`src/rtl/uart_pkg.sv`:
```
// Shared UART definitions: parity modes, transmitter FSM states and frame sizing.
package uart_pkg;

    localparam int PARITY_NONE = 0;
    localparam int PARITY_ODD  = 1;
    localparam int PARITY_EVEN = 2;

    typedef enum logic [2:0] {
        ST_IDLE,
        ST_START,
        ST_DATA,
        ST_PARITY,
        ST_STOP
    } tx_state_e;

    // Total serial-line cycles for one character frame.
    function automatic int frame_cycles(input int cpb, input int data_bits,
                                        input int parity, input int stop_bits);
        return (1 + data_bits + ((parity != PARITY_NONE) ? 1 : 0) + stop_bits) * cpb;
    endfunction

endpackage

```
`src/rtl/uart_sync_fifo.sv`:
```
// Single-clock FIFO with occupancy count; storage is not reset, pointers are.
module uart_sync_fifo #(
    parameter int WIDTH = 8,
    parameter int DEPTH = 4,
    parameter int CNT_W = $clog2(DEPTH + 1)
) (
    input  logic             clk,
    input  logic             reset_n,
    input  logic             push_i,
    input  logic [WIDTH-1:0] wdata_i,
    input  logic             pop_i,
    output logic [WIDTH-1:0] rdata_o,
    output logic             full_o,
    output logic             empty_o,
    output logic [CNT_W-1:0] count_o
);
    localparam int PTR_W = $clog2(DEPTH);

    logic [WIDTH-1:0] mem_q [DEPTH];
    logic [PTR_W-1:0] wr_ptr_q, rd_ptr_q;
    logic [CNT_W-1:0] count_q, count_d;
    logic             do_push, do_pop;

    assign full_o  = (count_q == CNT_W'(DEPTH));
    assign empty_o = (count_q == '0);
    assign count_o = count_q;
    assign rdata_o = mem_q[rd_ptr_q];
    assign do_push = push_i && !full_o;
    assign do_pop  = pop_i && !empty_o;

    always_comb begin
        count_d = count_q;
        case ({do_push, do_pop})
            2'b10:   count_d = count_q + 1'b1;
            2'b01:   count_d = count_q - 1'b1;
            default: count_d = count_q;
        endcase
    end

    // Power-of-two depth lets the pointers wrap by natural overflow.
    always_ff @(posedge clk or negedge reset_n) begin
        if (!reset_n) begin
            wr_ptr_q <= '0;
            rd_ptr_q <= '0;
            count_q  <= '0;
        end else begin
            if (do_push) wr_ptr_q <= wr_ptr_q + 1'b1;
            if (do_pop)  rd_ptr_q <= rd_ptr_q + 1'b1;
            count_q <= count_d;
        end
    end

    always_ff @(posedge clk) begin
        if (do_push) mem_q[wr_ptr_q] <= wdata_i;
    end

endmodule

```
`src/rtl/uart_tx_fifo.sv`:
```
// FIFO-buffered UART transmitter with configurable frame format; frames are
// emitted back-to-back while the FIFO holds data.
module uart_tx_fifo
    import uart_pkg::*;
#(
    parameter int CLKS_PER_BIT = 434,
    parameter int DATA_BITS    = 8,
    parameter int PARITY       = 0,
    parameter int STOP_BITS    = 1,
    parameter int FIFO_DEPTH   = 4
) (
    input  logic                               clk,
    input  logic                               reset_n,
    input  logic                               tx_start,
    input  logic [DATA_BITS-1:0]               tx_data,
    output logic                               tx_ready,
    output logic                               tx_overflow,
    output logic [$clog2(FIFO_DEPTH+1)-1:0]    fifo_count,
    output logic                               tx,
    output logic                               tx_busy
);
    localparam int BAUD_W = $clog2(CLKS_PER_BIT);
    localparam int BIT_W  = 4;

    tx_state_e            state_q, state_d;
    logic [BAUD_W-1:0]    baud_q, baud_d;
    logic [BIT_W-1:0]     bit_q, bit_d;
    logic [DATA_BITS-1:0] shift_q, shift_d;
    logic                 par_q, par_d;
    logic                 tx_q, tx_d;
    logic                 ovf_q;

    logic                 fifo_full, fifo_empty, pop, load, baud_last;
    logic [DATA_BITS-1:0] head;

    uart_sync_fifo #(
        .WIDTH (DATA_BITS),
        .DEPTH (FIFO_DEPTH)
    ) u_fifo (
        .clk     (clk),
        .reset_n (reset_n),
        .push_i  (tx_start),
        .wdata_i (tx_data),
        .pop_i   (pop),
        .rdata_o (head),
        .full_o  (fifo_full),
        .empty_o (fifo_empty),
        .count_o (fifo_count)
    );

    assign tx_ready    = !fifo_full;
    assign tx_overflow = ovf_q;
    assign tx          = tx_q;
    assign tx_busy     = (state_q != ST_IDLE) || !fifo_empty;
    assign baud_last   = (baud_q == BAUD_W'(CLKS_PER_BIT - 1));

    always_comb begin
        state_d = state_q;
        baud_d  = baud_last ? '0 : baud_q + 1'b1;
        bit_d   = bit_q;
        shift_d = shift_q;
        par_d   = par_q;
        tx_d    = tx_q;
        load    = 1'b0;
        case (state_q)
            ST_IDLE: begin
                baud_d = '0;
                tx_d   = 1'b1;
                load   = !fifo_empty;
            end
            ST_START: begin
                if (baud_last) begin
                    state_d = ST_DATA;
                    tx_d    = shift_q[0];
                end
            end
            ST_DATA: begin
                if (baud_last) begin
                    par_d   = par_q ^ shift_q[0];
                    shift_d = shift_q >> 1;
                    if (bit_q == BIT_W'(DATA_BITS - 1)) begin
                        bit_d = '0;
                        if (PARITY != PARITY_NONE) begin
                            state_d = ST_PARITY;
                            tx_d    = par_q ^ shift_q[0];
                        end else begin
                            state_d = ST_STOP;
                            tx_d    = 1'b1;
                        end
                    end else begin
                        bit_d = bit_q + 1'b1;
                        tx_d  = shift_q[1];
                    end
                end
            end
            ST_PARITY: begin
                if (baud_last) begin
                    state_d = ST_STOP;
                    tx_d    = 1'b1;
                end
            end
            ST_STOP: begin
                if (baud_last) begin
                    if (bit_q == BIT_W'(STOP_BITS - 1)) begin
                        state_d = ST_IDLE;
                        load    = !fifo_empty;
                    end else begin
                        bit_d = bit_q + 1'b1;
                    end
                end
            end
            default: state_d = ST_IDLE;
        endcase
        // Odd parity seeds the accumulator with 1 so the XOR chain inverts.
        if (load) begin
            state_d = ST_START;
            baud_d  = '0;
            bit_d   = '0;
            shift_d = head;
            par_d   = (PARITY == PARITY_ODD);
            tx_d    = 1'b0;
        end
    end
    assign pop = load;

    always_ff @(posedge clk or negedge reset_n) begin
        if (!reset_n) begin
            state_q <= ST_IDLE;
            baud_q  <= '0;
            bit_q   <= '0;
            shift_q <= '0;
            par_q   <= 1'b0;
            tx_q    <= 1'b1;
            ovf_q   <= 1'b0;
        end else begin
            state_q <= state_d;
            baud_q  <= baud_d;
            bit_q   <= bit_d;
            shift_q <= shift_d;
            par_q   <= par_d;
            tx_q    <= tx_d;
            ovf_q   <= tx_start && fifo_full;
        end
    end

endmodule

```
`config.mk`:
```
export PLATFORM = sky130hd
export DESIGN_NAME = uart_tx_fifo
export DESIGN_NICKNAME = d
export VERILOG_FILES = /design/src/rtl/uart_pkg.sv /design/src/rtl/uart_sync_fifo.sv /design/src/rtl/uart_tx_fifo.sv
export SDC_FILE = /design/constraint.sdc
export NUM_CORES = 1
export LEC_CHECK = 0
export BUFFER_PORTS_ARGS = -buffer_cell sky130_fd_sc_hd__buf_2
export CAP_MARGIN = 20
export CORE_ASPECT_RATIO = 1.75
export CORE_MARGIN = 2
export CORE_UTILIZATION = 64
export DETAILED_ROUTE_END_ITERATION = 7
export PLACE_DENSITY_LB_ADDON = 0.12
export SLEW_MARGIN = 40
export SYNTH_ARGS = -nofsm -noshare
export SYNTH_HDL_FRONTEND = slang
export SYNTH_SLANG_ARGS = --single-unit
```
`constraint.sdc`:
```
create_clock -name clk -period 9.2 [get_ports clk]
set_clock_uncertainty 0.2 [all_clocks]
set_input_delay 0.92 -clock clk [delete_from_list [all_inputs] [get_ports clk]]
set_output_delay 0.92 -clock clk [all_outputs]
set_load 0.01 [all_outputs]
```
## Word level (Yosys, flattened, before mapping)

Memory sizes are Yosys's and may differ from the RTL's.
Index checks and enable logic that the tools add are counted.

| word-level totals | value |
|---|---|
| memories kept | 1 |
| word-level logic and storage cells | 84 |
| register bits | 33 |
| bits in writable memories | 32 |
| input bits | 11 |
| output and inout bits | 7 |

| operators by class | value |
|---|---|
| add/sub/neg operators | 6 |
| equality and inequality tests | 17 |
| reductions and logical operators | 19 |
| mux-type cells | 32 |

Memory list:

| memory | depth | width | rd ports | clocked after Yosys merged registers in | wr ports | RTL line | source |
|---|---|---|---|---|---|---|---|
| u_fifo.mem_q | 4 | 8 | 1 | 0 | 1 | uart_sync_fifo.sv:19 | `logic [WIDTH-1:0] mem_q [DEPTH];` |

Operator list:

| kind | count |
|---|---|
| two-way mux 9 bit | 3 |
| two-way mux 8 bit | 3 |
| two-way mux 3 bit | 7 |
| inequality test 3 x 2 -> 1 bit (second input constant) | 7 |
| two-way mux 4 bit | 5 |
| one-hot mux 3 bit (5 select lines) | 1 |
| adder 9 x 1 -> 9 bit (second input constant) | 1 |
| == test 9 bit (second input constant) | 1 |
| two-way mux 1 bit | 9 |
| one-hot mux 4 bit (2 select lines) | 1 |
| AND reduction 4 bit | 2 |
| AND reduction 7 bit | 1 |
| == test 3 x 2 -> 1 bit (second input constant) | 2 |
| == test 3 bit (second input constant) | 2 |
| zero test 3 bit | 2 |
| one-hot mux 3 bit (2 select lines) | 1 |
| nonzero test 2 bit | 3 |
| nonzero test 3 bit | 2 |
| nonzero test 5 bit | 1 |
| adder 2 x 1 -> 2 bit (second input constant) | 2 |
| adder 4 x 1 -> 4 bit (second input constant) | 1 |
| == test 4 x 3 -> 1 bit (second input constant) | 1 |
| zero test 4 bit | 1 |
| one-hot mux 1 bit (4 select lines) | 1 |
| 11 further kinds | 14 |

## Depth between registers and ports, before layout

Gate-level depths: netlist of run 1.

| depth | value |
|---|---|
| depth in word-level cells | 8 |
| mapped depth | 14 |
| depth with buffers taken out | 12 |

## Modules after synthesis

From an unflattened synthesis of run 1, not the netlist that was laid out.

| unflattened totals | value |
|---|---|
| cells, all modules | 226 |
| area total of the unflattened synthesis | 3,040.4 sq um |

By module, submodules not included:

| module | sequential area each (sq um) | times used | area each (sq um) | cells an instance |
|---|---|---|---|---|
| uart_sync_fifo | 1,136.1 | 1 | 1,584.0 | 80 |
| uart_tx_fifo | 651.9 | 1 | 1,456.4 | 146 |

## Least setup slack after synthesis of run 1

Ideal clock, no wire load.

| path | value |
|---|---|
| path type | register to register |
| from | register baud_q[1] |
| to | register u_fifo.count_q[2], in the netlist u_fifo.count_o[2] |
| required time | 8.921 ns |
| period minus slack after synthesis | 2.977 ns |
| path slack | 6.223 ns |
| cell stages (with the launch flop) | 15 |
| setup time | 0.079 ns |
| arrival time | 2.698 ns |
| path buffers | 2 |
| cells stage by stage | dfrtp_1 inv_1 ha_1 nand4b_1 or4_1 buf_2 a211o_4 clkinv_2 buf_8 ha_1 inv_1 fa_1 xor2_1 nor2_1 xor2_1 |

| between the ends | value |
|---|---|
| cells in the longest elaborated chain, start to end | 6 |
| elaborated cells on any way between the ends | 8 |
| those cells by class | eq/ne (3); mux (3); reduce/logical (2) |

RTL lines:

| element | RTL line | source |
|---|---|---|
| start: declaration | uart_tx_fifo.sv:26 | `logic [BAUD_W-1:0] baud_q, baud_d;` |
| start signal: assignment | uart_tx_fifo.sv:137 | `baud_q <= baud_d;` |
| == test 9 bit * | uart_tx_fifo.sv:55 | `assign baud_last = (baud_q == BAUD_W'(CLKS_PER_BIT - 1));` |
| two-way mux 1 bit * | uart_tx_fifo.sv:103 | `if (baud_last) begin` |
| one-hot mux 1 bit (2 select lines) * | uart_tx_fifo.sv:65 | `case (state_q)` |
| logical AND 1 bit * | uart_sync_fifo.sv:29 | `assign do_pop = pop_i && !empty_o;` |
| net u_fifo.do_pop | uart_sync_fifo.sv:22 | `logic do_push, do_pop;` |
| == test 2 x 1 -> 1 bit or == test 2 bit (tied branches) | uart_sync_fifo.sv:33 | `case ({do_push, do_pop})` |
| one-hot mux 3 bit (2 select lines) or nonzero test 2 bit (tied branches) | n/a |  |
| end signal: assignment | uart_sync_fifo.sv:49 | `count_q <= count_d;` |
| end: declaration | uart_sync_fifo.sv:21 | `logic [CNT_W-1:0] count_q, count_d;` |

Mark *: on every way through the listed nets, which the timed path passes. The rest lies on a longest branch.
A chain may end at the register's enable or synchronous reset.

## Worst setup path after layout of run 1

| path | value |
|---|---|
| from | register baud_q[1] |
| to | register u_fifo.count_q[2], in the netlist u_fifo.count_o[2] |

| between the ends | value |
|---|---|
| cells in the longest elaborated chain, start to end | 6 |
| elaborated cells on any way between the ends | 8 |
| those cells by class | eq/ne (3); mux (3); reduce/logical (2) |

RTL lines:

| element | RTL line |
|---|---|
| == test 9 bit * | uart_tx_fifo.sv:55 |
| two-way mux 1 bit * | uart_tx_fifo.sv:103 |
| one-hot mux 1 bit (2 select lines) * | uart_tx_fifo.sv:65 |
| logical AND 1 bit * | uart_sync_fifo.sv:29 |
| == test 2 x 1 -> 1 bit or == test 2 bit (tied branches) | uart_sync_fifo.sv:33 |
| one-hot mux 3 bit (2 select lines) or nonzero test 2 bit (tied branches) | n/a |

Mark *: on every way between the ends. The rest lies on a longest branch, timed or not.

==> impl_metrics.tcl, run 1 <==
set metrics [dict create \
    hold_violations 0 \
    vias 1745 \
    p_int_uw 622.3 \
    maxCapViolCount 0 \
    fin_crit_sh_pct 35.31 \
    rsz0062_at_grt "false" \
    p_seq_share_pct 49.4 \
    peakVddDrop_mv 0.2648 \
    tns_ns 0 \
    htreeDepth 3 \
    worstSkewPairLatency_ns 0.34 \
    fin_crit_ns 3.249 \
    synth_area_leaders "edfxtp_1 (33%), dfrtp_1 (27%), mux4_2 (6.1%)" \
    crit_family "simple AND/OR/NAND/NOR gates" \
    drc 0 \
    tightest_slew_ns 0.6144 \
    insertedDiodeCount 0 \
    core_area_um2 4404 \
    synth_top_family_by_area "simple AND/OR/NAND/NOR gates" \
    synth_commonest_cells "dfrtp_1 (32), edfxtp_1 (32), nand2_1 (16)" \
    path_buf_inv 3 \
    avgRoutedWirePerCell_um 17.40 \
    p_switching_uw 312.3 \
    antenna_found_initial 0 \
    max_freq_ghz 0.3078 \
    swShare_pct 33.41 \
    area.growth.synth_to_final_pct 10.16 \
    met3_length_um 118 \
    track_usage_pct 22.31 \
    power_frac_clock_pct 22.9 \
    clockBufferDepth 2 \
    synth-edff-count 32 \
    max_slew_margin_pct 58.70 \
    drt_iter0_drc 87 \
    synthAdderAreaFrac_pct 4.505 \
    status "finished clean" \
    max_stage_delay_ns 0.55 \
    p_total_uw 934.6 \
    synthMuxAreaShare_pct 11.86 \
    utilization_pct 73.64 \
    pwr-share-comb_pct 27.7 \
    synth_compound_gate_area_share_pct 4.972 \
    drive_gt1_share_pct 24.48 \
    cts_resized 0 \
    leakage_uw 0.001314 \
    firstDrtPassIters 4 \
    routed_via_density 5.976 \
    cpMaxStageDelayCell "or4_1" \
    synth_flop_cell "edfxtp_1" \
    cp.arrival_ns 3.31 \
    yosysTopAreaCell "edfxtp_1" \
    syn_inst 213 \
    synth-async-reset-ratio_pct 50.77 \
    synth-seq-cells 65 \
    synth.avg_cell_area_um2 13.82 \
    cp_cell_sequence "inv_1, ha_1, nand4b_1, or4_1, a211o_4, clkinv_2, ha_1, inv_1, fa_1, xor2_1, nor2_1, xor2_1" \
    min_path_type "reg -> reg" \
    postCtsHoldBufs 0 \
    worst-path-max-fanout 12 \
    yosysWarningCount 0 \
    grt_pass1_wl_mm 8.569 \
    fin_nets 257 \
    routabilityCongestion 0.8630 \
    wl_met1_mm 1.923 \
    setup_viol 0 \
    totalWireLength_mm 5.080 \
    grt_pass1_vias 1858 \
    ios 18 \
    die_x_um 55.27 \
    path_clk_slew_ns 0.07 \
    synth_area_um2 2944 \
    regArea_um2 1788 \
    antenna_left 0 \
    synth_top_area_share_pct 32.64 \
    start_util_pct 66.85 \
    cts_tree "yes" \
    clock-sinks 65 \
    synth_xor_area_share_pct 3.570 \
    yosys.area_share.simple_pct 11.86 \
    post_cts_buffers 0 \
    grt_max_degree 34 \
    start_kind "register" \
    portBuffers 17 \
    required_ns 9.27 \
    dieHeight_um 93.73 \
    fp.dieArea_um2 5180 \
    slew_viol_final 0 \
    met2_length_mm 2.911 \
    ys_types 42 \
    power-per-cell-area_nw_per_um2 288.2 \
    gr-total-overflow 0 \
    path_class "reg -> reg" \
    cts_buffers 9 \
    ys_seq_area_share_pct 60.73 \
    top_layer "met4" \
    root_buffer "clkbuf_8" \
    num_rows 32 \
    synth_nets 234 \
    dp_hpwl_mm 3.698 \
    multi_input_area_um2 1082 \
    nFillCells 307 \
    cp-end-kind "register" \
]
-- cells by family after synthesis --
family	Yosys count
AO/OA/AOI/OAI	21
adder cells (fa/ha/maj)	10
multiplexers	23
XOR/XNOR	12
AND/OR/NAND/NOR	66
flip-flops	65
buffers and inverters	16
-- through the flow --
| step | setup slack (ns) | area (µm²) | hold slack, ns | instances |
|---|---|---|---|---|
| 3_3_place_gp | 6.151 | 3062 | 0.2661 | 276 |
| 6_report | 5.951 | 3243 | 0.2991 | 292 |
| 4_1_cts | 5.948 | 3241 | 0.2961 | 292 |
| 3_5_place_dp | 5.965 | 3062 | 0.2853 | 276 |
| 2_1_floorplan | 6.223 | 2944 | 0.2535 | 213 |
| 5_1_grt | 5.833 | 3243 | 0.3273 | 292 |
-- layout by cell type (no fill, tap or decap), types with 5 or more instances in the layout --
cell type	count
a21oi_1	6
and3_1	6
buf_2	16
clkbuf_8	9
dfrtp_1	32
edfxtp_1	32
ha_1	9
inv_1	10
mux2_1	5
mux2_2	10
mux4_2	8
nand2_1	16
nand2b_1	5
nor2_1	15
nor3b_1	5
o21ai_0	5
xnor2_1	7
xor2_1	5
-- path summary, 6_finish.rpt --
| path | from | end | slack [ns] | cells past startpoint |
|---|---|---|---|---|
| max | baud_q[1] | u_fifo.count_o[2] | 5.95 | 12 |
| min | tx | tx | 0.30 | 2 |
| max reg2reg | baud_q[1] | u_fifo.count_o[2] | 5.95 | 12 |
| min reg2reg | tx | tx | 0.30 | 2 |
| max in group asynchronous | reset_n | tx | 8.16 | 1 |
| min in group asynchronous | reset_n | bit_q[3] | 0.31 | 1 |
-- registers in the layout, summed over array words and instances, names as in the netlist, 2 cells and up --
| name | cells |
|---|---|
| baud_q | 9 |
| state_q | 3 |
| bit_q | 4 |
| u_fifo.mem_q | 32 |
| shift_q | 8 |
| u_fifo.count_o | 3 |
| u_fifo.rd_ptr_q | 2 |
| u_fifo.wr_ptr_q | 2 |
-- layout make-up --
class,instances,share of cell area [%]
clock buffer,9,3.819
clock inverter,7,1.698
inverter,11,1.312
multi-input combinational,132,33.37
sequential,65,55.13
tap,51,1.968
timing repair buffer,17,2.701
-- per-layer routing --
metal  vias up  track usage, %
met1       879           23.66
li1        822               -
met4         0           13.21
met3        12           5.923
met5         -               0
met2        32           39.19
-- power by group through the flow --
stage	clock network [µW]	logic (µW)	registers, µW
detailed placement	0	262	468
finish	214	259	462
floorplan	0	213	436
global route	232	287	474
CTS	220	263	462
global placement	0	246	459
-- worst min-delay path, delay by kind of cell, from the launching register on --
kind	cells	cell delay, ns
AOI/OAI and AO/OA	2	0.12
DFF	1	0.37
No activity file was read; power rests on OpenSTA's default activity.
==> run 2, diff against run 1 <==
--- a/config.mk
+++ b/config.mk
@@ -5,11 +5,12 @@
 export SDC_FILE = /design/constraint.sdc
 export NUM_CORES = 1
 export LEC_CHECK = 0
+export ABC_AREA = 1
 export BUFFER_PORTS_ARGS = -buffer_cell sky130_fd_sc_hd__buf_2
 export CAP_MARGIN = 20
 export CORE_ASPECT_RATIO = 1.75
 export CORE_MARGIN = 2
-export CORE_UTILIZATION = 64
+export CORE_UTILIZATION = 54
 export DETAILED_ROUTE_END_ITERATION = 7
 export PLACE_DENSITY_LB_ADDON = 0.12
 export SLEW_MARGIN = 40
==> constraint.sdc (replaced) <==
create_clock -name clk -period 2.9 [get_ports clk]
set_clock_uncertainty 0.2 [all_clocks]
set_input_delay 0.29 -clock clk [delete_from_list [all_inputs] [get_ports clk]]
set_output_delay 0.29 -clock clk [all_outputs]
set_load 0.01 [all_outputs]
==> run 2 against run 1 <==
Non-clock buffer count increased by 15. Global-route usage decreased by 2.7 points. Cell area increased by 10%. Clock power increased to 4.6 times the previous value. Register-to-register slack got worse by 5.5 ns. Sequential power increased by 150%. Total power increased to 2.7 times the previous value. Cell count increased by 47%. Largest power group unchanged. Highest routed layer unchanged.
==> impl_metrics.tcl, run 2 <==
set metrics [dict create \
    track_usage_pct 19.56 \
    reg2regPathDepth 14 \
    routed_via_density 5.005 \
    clockBufferDepth 2 \
    synth-edff-count 32 \
    cts_buffers 9 \
    antenna_found_initial 0 \
    leakage_uw 0.001584 \
    num_rows 36 \
    synth_commonest_cells "nand2_1 (45), inv_1 (41), nor2_1 (40)" \
    worst-path-max-fanout 8 \
    endpoint "u_fifo.count_o[2]" \
    max_slew_margin_pct 62.85 \
    timing.rr.end "u_fifo.count_o[2]" \
    crit_path_start "baud_q[1]" \
    fin_crit_sh_pct 85.18 \
    synth_area_leaders "edfxtp_1 (32%), dfrtp_1 (26%), nand2_1 (5.6%)" \
    synth_area_um2 3037 \
    final_cell_mix "nand2_1 (45), inv_1 (41), nor2_1 (40), dfrtp_1 (32), edfxtp_1 (32)" \
    r2r-start "baud_q[1]" \
    max_freq_ghz 0.4048 \
    syn_inst 310 \
    synth_flop_cell "edfxtp_1" \
    min_path_type "in -> async" \
    tightest_slew_ns 0.5571 \
    power-per-cell-area_nw_per_um2 694.4 \
    tns_ns 0 \
    grt-busiest-layer "met2" \
    cp.arrival_ns 2.49 \
    antenna_left 0 \
    cts_resized 0 \
    ios 18 \
    grt_max_degree 34 \
    slew_viol_final 0 \
    grt_pass1_wl_mm 8.756 \
    root_buffer "clkbuf_8" \
    ys_types 28 \
    insertedDiodeCount 0 \
    peakVddDrop_mv 0.6249 \
    cts_tree "yes" \
    r2r_slack_ns 0.43 \
    area.growth.synth_to_final_pct 17.76 \
    dieHeight_um 103.2 \
    whs_ns 0.2314 \
    vias 2142 \
    synth_nets 331 \
    yosysWarningCount 0 \
    hold_violations 0 \
    grt_pass1_vias 2063 \
    status "finished clean" \
    firstDrtPassIters 4 \
    fp.dieArea_um2 6263 \
    cp-end-kind "register" \
    reg_top3 "u_fifo.mem_q (32), baud_q (9), shift_q (8)" \
    synth-seq-cells 65 \
    largest_reg_flops 32 \
    rsz0062_at_grt "false" \
    grtUsageMet3_pct 2.736 \
    grt_util_met2_pct 34.41 \
    core_area_um2 5495 \
    drt_iter0_drc 77 \
    regMostFlops "u_fifo.mem_q" \
    setup_viol 0 \
    path_clk_slew_ns 0.07 \
    gr-total-overflow 0 \
    drc 0 \
    required_ns 2.92 \
    synth.most_common_cell "nand2_1" \
    start_util_pct 55.26 \
    postCtsHoldBufs 10 \
    portBuffers 17 \
    start_kind "register" \
    maxCapViolCount 0 \
    avgRoutedWirePerCell_um 12.51 \
    ys_seq_area_share_pct 58.88 \
    fin_crit_ns 2.470 \
    drive_gt1_share_pct 13.92 \
    post_cts_buffers 0 \
    path_class "reg -> reg" \
    synth.avg_cell_area_um2 9.796 \
    worstSkewPairLatency_ns 0.34 \
    htreeDepth 3 \
    totalWireLength_mm 5.356 \
    grt_use_met1_pct 20.45 \
    synth-async-reset-ratio_pct 50.77 \
    die_x_um 60.69 \
    mostFrequentLayoutCell "nand2_1" \
    clock-sinks 65 \
    routabilityCongestion 0.8447 \
    fin_nets 368 \
    dp_hpwl_mm 3.619 \
    yosysTopAreaCell "edfxtp_1" \
    synth_top_area_share_pct 31.64 \
]
[run 2: changes by cell type after synthesis, sizes merged, moves of 6 or more]
cell,previous run,this run
or2,0,7
inv,10,44
nand4,0,6
and3,6,0
nand2,16,48
nand3,4,18
o21ai,6,31
o22ai,2,8
nor2,15,42
mux4,8,0
mux2,15,0
[run 2: how the worst min path moves through the flow]
stage | from | to | slack [ns]
2_1_floorplan | reset_n | baud_q[0] | -0.21
3_3_place_gp | reset_n | baud_q[3] | 0.20
3_5_place_dp | reset_n | baud_q[3] | 0.21
4_1_cts | baud_q[0] | baud_q[0] | 0.29
5_1_grt | reset_n | baud_q[3] | 0.27
6_report | reset_n | tx_overflow | 0.23
[run 2: area by class of cell]
class | instances | area (µm²)
clock buffers | 11 | 131.4
clock inverters | 5 | 127.6
fillers | 476 | 1919
inverters | 44 | 165.2
multi-input cells | 195 | 1044
flip-flops and latches | 65 | 1788
well taps | 76 | 95.09
repair buffers | 32 | 225.2
[run 2: layer usage]
metal | share of wire, % | vias up
li1 | - | 1096
met1 | 41 | 1021
met2 | 55 | 18
met3 | 1.6 | 7
met4 | 2.2 | 0
met5 | 0 | -
[run 2: stage by stage]
stage	instance area, µm²	worst slack (ns)	utilization, %	std cells	power [µW]
4_1_cts	3573	0.4205	65.03	428	2517
6_report	3576	0.4299	65.07	428	2483
3_5_place_dp	3214	0.4369	58.49	402	1505
5_1_grt	3576	0.2358	65.07	428	2597
2_1_floorplan	3037	0.3764	-	310	1366
3_3_place_gp	3214	0.4743	58.49	402	1499
[run 2: report_power, final]
group	leakage, µW	internal [µW]	switching (µW)
Sequential	0.000700	1110	44.9
Combinational	0.000761	129	212
Clock	0.000124	659	333
[run 2: cells by family after synthesis]
| family | share of synthesized area [%] |
|---|---|
| AO/OA/AOI/OAI | 8.364 |
| buffers and inverters | 6.757 |
| AND/OR/NAND/NOR | 18.75 |
| flip-flops | 58.88 |
| adder cells (fa/ha/maj) | 4.368 |
| XOR/XNOR | 2.884 |
[run 2: critical path, cell delays in order (launching register included)]
cell     delay, ns
dfrtp_1       0.40
inv_1         0.07
ha_1          0.14
nand2_1       0.05
nor2_1        0.12
nand2_2       0.12
nand2_4       0.13
nand3_4       0.08
inv_2         0.08
ha_1          0.14
inv_1         0.06
fa_1          0.37
a21oi_1       0.14
o21ai_0       0.11
xor2_1        0.15
